--- src/rtl/pwm_pkg.sv ---
// Shared definitions for the PWM generator/capture register slice.
// Holds channel count, register stride and offsets, CTRL bit positions,
// the capture FSM state type and a helper for channel base addresses.
package pwm_pkg;

    localparam int unsigned NUM_CH    = 8;
    localparam int unsigned CNT_W     = 32;
    localparam int unsigned CH_STRIDE = 12;
    localparam int unsigned ADRS_W    = 7;

    localparam logic [ADRS_W-1:0] OFS_CTRL   = 7'd0;
    localparam logic [ADRS_W-1:0] OFS_PERIOD = 7'd4;
    localparam logic [ADRS_W-1:0] OFS_HIGH   = 7'd8;

    localparam int unsigned CTRL_EN    = 0;
    localparam int unsigned CTRL_VALID = 1;
    localparam int unsigned CTRL_OVF   = 2;
    localparam int unsigned CTRL_IE    = 3;

    typedef enum logic [1:0] {
        CAP_IDLE    = 2'd0,
        CAP_ARMING  = 2'd1,
        CAP_MEASURE = 2'd2
    } cap_state_t;

    function automatic logic [ADRS_W-1:0] ch_base(input int unsigned ch,
                                                  input int unsigned stride);
        return ADRS_W'(ch * stride);
    endfunction

endpackage

--- src/rtl/pwm_capture_ch.sv ---
// One PWM capture channel: input synchronizer, edge detector, capture FSM,
// period/high counter and the channel's CTRL/PERIOD/HIGH registers.
// Ports:
//   clk, rst     - system clock, synchronous active-high reset
//   pwmi         - asynchronous PWM input
//   ctrl_wr      - write strobe for this channel's CTRL register
//   ctrl_wdata   - CTRL write data (EN/IE loaded, VALID/OVF are W1C)
//   ctrl         - {IE, OVF, VALID, EN}
//   period, high - last captured period and high time in clk cycles
//   irq_req      - VALID & IE
module pwm_capture_ch
    import pwm_pkg::*;
#(
    parameter int unsigned CNT_W = 32
) (
    input  logic             clk,
    input  logic             rst,
    input  logic             pwmi,
    input  logic             ctrl_wr,
    input  logic [3:0]       ctrl_wdata,
    output logic [3:0]       ctrl,
    output logic [CNT_W-1:0] period,
    output logic [CNT_W-1:0] high,
    output logic             irq_req
);

    logic             sync1, sync2, sync_d;
    logic             rise, fall;
    logic             en, ie, valid, ovf;
    logic             arm, cap, sat;
    logic [CNT_W-1:0] cnt, hi_tmp;
    cap_state_t       state, state_nxt;

    always_ff @(posedge clk) begin
        if (rst) begin
            sync1  <= 1'b0;
            sync2  <= 1'b0;
            sync_d <= 1'b0;
        end else begin
            sync1  <= pwmi;
            sync2  <= sync1;
            sync_d <= sync2;
        end
    end

    assign rise = sync2 & ~sync_d;
    assign fall = ~sync2 & sync_d;

    always_ff @(posedge clk) begin
        if (rst) state <= CAP_IDLE;
        else     state <= state_nxt;
    end

    always_comb begin
        state_nxt = state;
        arm       = 1'b0;
        cap       = 1'b0;
        sat       = 1'b0;
        case (state)
            CAP_IDLE: begin
                if (en) state_nxt = CAP_ARMING;
            end
            CAP_ARMING: begin
                if (!en) begin
                    state_nxt = CAP_IDLE;
                end else if (rise) begin
                    state_nxt = CAP_MEASURE;
                    arm       = 1'b1;
                end
            end
            CAP_MEASURE: begin
                if (!en)           state_nxt = CAP_IDLE;
                else if (rise)     cap = 1'b1;
                else if (cnt == '1) sat = 1'b1;
            end
            default: state_nxt = CAP_IDLE;
        endcase
    end

    // The counter also advances on the fall cycle so the next rise sees the
    // full period length; a fall only snapshots the running count.
    always_ff @(posedge clk) begin
        if (rst) begin
            en     <= 1'b0;
            ie     <= 1'b0;
            valid  <= 1'b0;
            ovf    <= 1'b0;
            cnt    <= '0;
            hi_tmp <= '0;
            period <= '0;
            high   <= '0;
        end else begin
            if (ctrl_wr) begin
                en <= ctrl_wdata[CTRL_EN];
                ie <= ctrl_wdata[CTRL_IE];
            end
            // set beats a same-cycle write-one-to-clear
            valid <= cap | (valid & ~(ctrl_wr & ctrl_wdata[CTRL_VALID]));
            ovf   <= sat | (ovf & ~(ctrl_wr & ctrl_wdata[CTRL_OVF]));

            if (arm) begin
                cnt <= CNT_W'(1);
            end else if (cap) begin
                period <= cnt;
                high   <= hi_tmp;
                cnt    <= CNT_W'(1);
            end else if (state == CAP_MEASURE && en) begin
                if (fall) hi_tmp <= cnt;
                if (!sat) cnt <= cnt + CNT_W'(1);
            end else begin
                cnt <= '0;
            end
        end
    end

    assign ctrl    = {ie, ovf, valid, en};
    assign irq_req = valid & ie;

endmodule

--- src/rtl/pwm_capture.sv ---
// Eight-channel PWM input-capture peripheral on the rd/wr/adrs/din/dout bus.
// Ports:
//   clk, rst - system clock, synchronous active-high reset
//   rd, wr   - read/write strobes sampled each clk
//   din      - write data
//   adrs     - byte address, channel n at CH_STRIDE*n (+0 CTRL, +4 PERIOD, +8 HIGH)
//   dout     - registered read data, 0 when not reading
//   pwmi     - asynchronous PWM inputs, one per channel
//   irq      - registered OR over channels of VALID & IE
module pwm_capture
    import pwm_pkg::*;
#(
    parameter int unsigned NUM_CH    = pwm_pkg::NUM_CH,
    parameter int unsigned CNT_W     = pwm_pkg::CNT_W,
    parameter int unsigned CH_STRIDE = pwm_pkg::CH_STRIDE
) (
    input  logic              clk,
    input  logic              rst,
    input  logic              rd,
    input  logic              wr,
    input  logic [31:0]       din,
    input  logic [6:0]        adrs,
    output logic [31:0]       dout,
    input  logic [NUM_CH-1:0] pwmi,
    output logic              irq
);

    logic [NUM_CH-1:0] ctrl_wr;
    logic [NUM_CH-1:0] irq_req;
    logic [3:0]        ctrl_q   [NUM_CH];
    logic [CNT_W-1:0]  period_q [NUM_CH];
    logic [CNT_W-1:0]  high_q   [NUM_CH];
    logic [31:0]       rdata;
    logic              din_unused;

    // only the low CTRL bits are writable
    assign din_unused = ^din[31:4];

    for (genvar g = 0; g < NUM_CH; g++) begin : g_ch
        assign ctrl_wr[g] = wr && (adrs == ch_base(g, CH_STRIDE) + OFS_CTRL);

        pwm_capture_ch #(
            .CNT_W (CNT_W)
        ) u_ch (
            .clk        (clk),
            .rst        (rst),
            .pwmi       (pwmi[g]),
            .ctrl_wr    (ctrl_wr[g]),
            .ctrl_wdata (din[3:0]),
            .ctrl       (ctrl_q[g]),
            .period     (period_q[g]),
            .high       (high_q[g]),
            .irq_req    (irq_req[g])
        );
    end

    always_comb begin
        rdata = '0;
        for (int unsigned i = 0; i < NUM_CH; i++) begin
            if (adrs == ch_base(i, CH_STRIDE) + OFS_CTRL)   rdata = 32'(ctrl_q[i]);
            if (adrs == ch_base(i, CH_STRIDE) + OFS_PERIOD) rdata = 32'(period_q[i]);
            if (adrs == ch_base(i, CH_STRIDE) + OFS_HIGH)   rdata = 32'(high_q[i]);
        end
    end

    always_ff @(posedge clk) begin
        if (rst) begin
            dout <= '0;
            irq  <= 1'b0;
        end else begin
            dout <= rd ? rdata : '0;
            irq  <= |irq_req;
        end
    end

endmodule
--- config.mk ---
export PLATFORM = sky130hd
export DESIGN_NAME = pwm_capture
export DESIGN_NICKNAME = d
export VERILOG_FILES = /design/src/rtl/pwm_pkg.sv /design/src/rtl/pwm_capture_ch.sv /design/src/rtl/pwm_capture.sv
export SDC_FILE = /design/constraint.sdc
export NUM_CORES = 2
export LEC_CHECK = 0
export BUFFER_PORTS_ARGS = -buffer_cell sky130_fd_sc_hd__buf_2
export CAP_MARGIN = 20
export CORE_ASPECT_RATIO = 1.4
export CORE_MARGIN = 2
export CORE_UTILIZATION = 50
export DETAILED_ROUTE_END_ITERATION = 16
export PLACE_DENSITY_LB_ADDON = 0.3
export RECOVER_POWER = 100
export SLEW_MARGIN = 10
export SYNTH_ARGS = -nofsm -noshare
export SYNTH_HDL_FRONTEND = slang
export SYNTH_HIERARCHICAL = 1
export SYNTH_SLANG_ARGS = --single-unit
--- constraint.sdc ---
create_clock -name clk -period 4.1 [get_ports clk]
set_input_delay 0.82 -clock clk [delete_from_list [all_inputs] [get_ports clk]]
set_output_delay 0.82 -clock clk [all_outputs]
set_load 0.01 [all_outputs]
==> results summary <==
The area overhead of the layout relative to synthesis is 8.36%. Summed over all failing endpoints, the final setup total negative slack is 0 ns. The total wire length after detailed routing is 166000 um.

The via count of the routed design came out at 44714. The part of the cycle the worst path needs is 86.0%. The number of hold violations in the final report is 0. The effective utilization at floorplan is 50.4%. The HPWL after detailed placement is 118000 um. For the final database, setup skew stands at 0.0315 ns. The number of cell rows came out at 136. The distinct cell type count of the synthesized netlist is 93.

Counting the buffers created by CTS gives 105. The total clock sinks is 1129. The clock-pin slew on the worst setup and hold paths came out at 0.07 ns. The total global-route track usage is 31.9%. The required time at the endpoint of the critical path came out at 4.76 ns. The number of cells on the worst reg-to-reg path is 5. For met2 alone, demand over resource in global routing was 53.5%. The share of layout cells above drive strength 1 came out at 7.77%. The remaining design rule violation count came out at 0. The post-CTS setup repair buffer count came out at 0. The worst setup path is captured at a flip-flop. The area enclosed by the die boundary came out at 101000 um^2. The fraction of the yosys area taken by sequential cells is 45.8%. The detail route stage leaves a number of antenna-violating nets equal to 0. The number of max-cap violations is 19. The number of port buffers is 55. For this design the static power due to leakage is 16.5 nW.

The maximum number of pins on one net before global-route repair came out at 196. The number of nets in the final layout is 6054. Sorting the synthesized cells by area gives the leading types as sky130_fd_sc_hd__dfxtp_1 (46%), sky130_fd_sc_hd__nand2_1 (13%), sky130_fd_sc_hd__a21oi_1 (11%), sky130_fd_sc_hd__clkbuf_1 (2.3%), sky130_fd_sc_hd__nand3_1 (2.3%). The final setup slack of the worst path came out at 0.575 ns.

The mean cell area of the mapped netlist came out at 7.97 um^2. In the global route stage, met3 resource usage came out at 5.15%. The run finished, with violations left. The worst register-to-register path ends at g_ch[4].u_ch/period[0]$_SDFFE_PP0P_. The horizontal die dimension came out at 270 um. The number of flops mapped to enable cells by yosys came out at 0. Clock latency on the worst-skew pair, taken at its later pin, is 0.72 ns.

The region available for standard cell placement spans 98000 um^2. Global routing consumed, on the met1 layer, 35.7% of the routing resources. Setup repair after global routing left no endpoint under its margin. TritonCTS built the clock tree. In the synthesized netlist, the cells that appear most often are sky130_fd_sc_hd__nand2_1 (1736), sky130_fd_sc_hd__dfxtp_1 (1129), sky130_fd_sc_hd__a21oi_1 (1050). The placed instance count came out at 7194. The maximum vdd drop is 0.395 mV.

The total congestion overflow came out at 0. The Yosys step of the flow raised 6 warnings. The last weighted congestion value of the routability-driven placer came out at 1.03. Buffers inserted to repair hold after CTS numbered 0. The most used flip-flop cell after synthesis is sky130_fd_sc_hd__dfxtp_1.

The power per cell area is 413 nW/um^2. Once the clock tree was built, the resizer swapped 0 gates to a different size. Along the worst path, the maximum fanout reaches 25. The checks that failed: capacitance limit, slew limit. The number of antenna violations at the first check in global routing is 8. The number of cells produced by synthesis is 6198.

The synthesized cell area came out at 49400 um^2. The worst relative slew slack is -60.3%. Setup violations remaining at the end of the flow were counted as 0. The register bit total from synthesis is 1129.

The worst hold path terminates at g_ch[6].u_ch/sync1$_SDFF_PP0_. The wire length of the first global-routing pass is 250000 um. Cells fill 54.6% of the core in the end. In this run the register-to-register setup slack is 0.74 ns. The worst hold path begins at pwmi[6].

Pin placement for this block handled 84 I/O pins. In this run the most used layer during global routing was met2. The via density per instance came out at 6.05.

The start point of the critical path is adrs[5]. The worst endpoint data arrival time came out at 4.18 ns. The top cell type by total area after synthesis is sky130_fd_sc_hd__dfxtp_1. The startpoint identified for the worst register-to-register timing path is g_ch[4].u_ch/en$_SDFFE_PP0P_. The number of fill cells in the layout came out at 9349. The post-detailed-route wirelength per cell is 22.5 um. For the pin with the worst max-slew slack, the measured transition is 2.40 ns. The async set-or-reset flop fraction in the synthesized netlist is 0%. The final critical path time including I/O delays and setup came out at 3.53 ns.

The count of final max-slew check failures came out at 887. Clock tree synthesis selected as its root buffer the cell sky130_fd_sc_hd__clkbuf_16. The type of element launching the critical path is an input pin. The share of the synthesized area in the top cell type is 45.8%. The level count of the clock H-tree came out at 3.

The fmax is 0.284 GHz. The number of global-route vias before repair came out at 41012. The most common cell in the synthesized netlist is sky130_fd_sc_hd__nand2_1. The critical path is of the in2reg type.

The minimum setup slack after placement is 0.599 ns. The path category of the worst min-delay check is in2reg. The detailed-router iteration count before antenna repair is 7. The chip height came out at 376 um. The buffer depth of the longest clock path is 3. The net count after synthesis came out at 6257. For this block, the initial DRC count from the detailed router was 4506. The worst hold path was traced through 2 stages. The post-route non-filler standard cell count is 7396.
-- how the worst max path moves through the flow --
stage          slack (ns)  cells after the start                          end
4_1_cts              1.32                      7  g_ch[4].u_ch/ovf$_SDFF_PP0_
3_5_place_dp         0.60                      8          dout[20]$_SDFF_PP0_
5_1_grt              0.51                      8          dout[17]$_SDFF_PP0_
6_report             0.57                      8          dout[17]$_SDFF_PP0_
2_1_floorplan        1.76                      8  g_ch[0].u_ch/ovf$_SDFF_PP0_
3_3_place_gp         0.61                      8          dout[20]$_SDFF_PP0_
-- layer usage --
layer,part of all wire [%],vias up,wire length (um)
met5,0.048,-,80
met2,47,1440,79000
met1,37,21431,61800
met3,5.7,466,9470
li1,-,21363,-
met4,9.6,14,16000
-- cell type report --
cell class	count	area, um^2	area share [%]
flip-flops and latches	1129	22600	42.2
diodes	1	2.50	0.00468
well taps	1311	1640	3.06
multi-input cells	4538	24200	45.2
clock inverters	53	687	1.28
inverters	33	124	0.231
repair buffers	188	1210	2.27
clock buffers	143	3080	5.76
-- layout by cell type (no fill, tap or decap), drive strengths merged, types with 29 or more instances in the layout --
master	netlist	routed
a21oi	1071	1071
a221oi	29	29
a22oi	32	32
and2	51	51
and3	32	32
and3b	64	64
and4	70	70
buf	193	114
clkbuf	305	217
dfxtp	1129	1129
inv	33	37
mux2	41	41
mux2i	45	45
nand2	1740	1740
nand3	225	225
nand4	50	50
nor2	132	132
nor2b	39	39
nor4	38	38
o211ai	92	92
o21ai	183	183
o221a	29	29
o221ai	30	30
o31ai	83	83
or3	109	109
or4	81	81
-- sequential cells by signal, indices dropped and copies added, names as in the netlist --
register	cells
g_ch.u_ch/ovf	8
g_ch.u_ch/state	16
g_ch.u_ch/sync2	8
g_ch.u_ch/valid	8
g_ch.u_ch/period	256
g_ch.u_ch/sync1	8
g_ch.u_ch/sync_d	8
g_ch.u_ch/high	256
g_ch.u_ch/hi_tmp	256
irq	1
dout	32
g_ch.u_ch/en	8
g_ch.u_ch/ie	8
g_ch.u_ch/cnt	256
-- worst max-delay path: stages --
cell and delay (ns):
sky130_fd_sc_hd__clkbuf_1 0.32, sky130_fd_sc_hd__nor3_2 1.38, sky130_fd_sc_hd__buf_4 0.35, sky130_fd_sc_hd__o211ai_1 0.37, sky130_fd_sc_hd__o2111ai_1 0.28, sky130_fd_sc_hd__o21ai_0 0.29
sky130_fd_sc_hd__buf_4 0.23, sky130_fd_sc_hd__a21oi_1 0.11
-- per-stage QoR --
| step | hold WS [ns] | cell area, um^2 | total power, mW |
|---|---|---|---|
| floorplan | 0.414 | 49400 | 11.6 |
| global placement | 0.420 | 50200 | 11.8 |
| detailed placement | 0.420 | 50200 | 11.8 |
| CTS | 0.271 | 54000 | 22.3 |
| global route | 0.304 | 53500 | 22.7 |
| finish | 0.313 | 53500 | 22.1 |
-- power by group --
group / leakage (nW) / internal [mW] / total [mW] / switching (mW)
clock: 1.84 / 6.17 / 10.6 / 4.44
combinational: 5.58 / 0.125 / 0.532 / 0.407
sequential: 9.09 / 11.0 / 11.0 / 0.00897
total: 16.5 / 17.3 / 22.1 / 4.85
-- cell families after synthesis --
kind of cell / share of synthesized area (%)
fa+ha+maj: 0.203
mux: 2.12
simple gates: 26.5
compound gates: 20.2
flops: 45.8
buf+inv: 5.01
xor+xnor: 0.142
No activity file was read; power rests on OpenSTA's default activity.
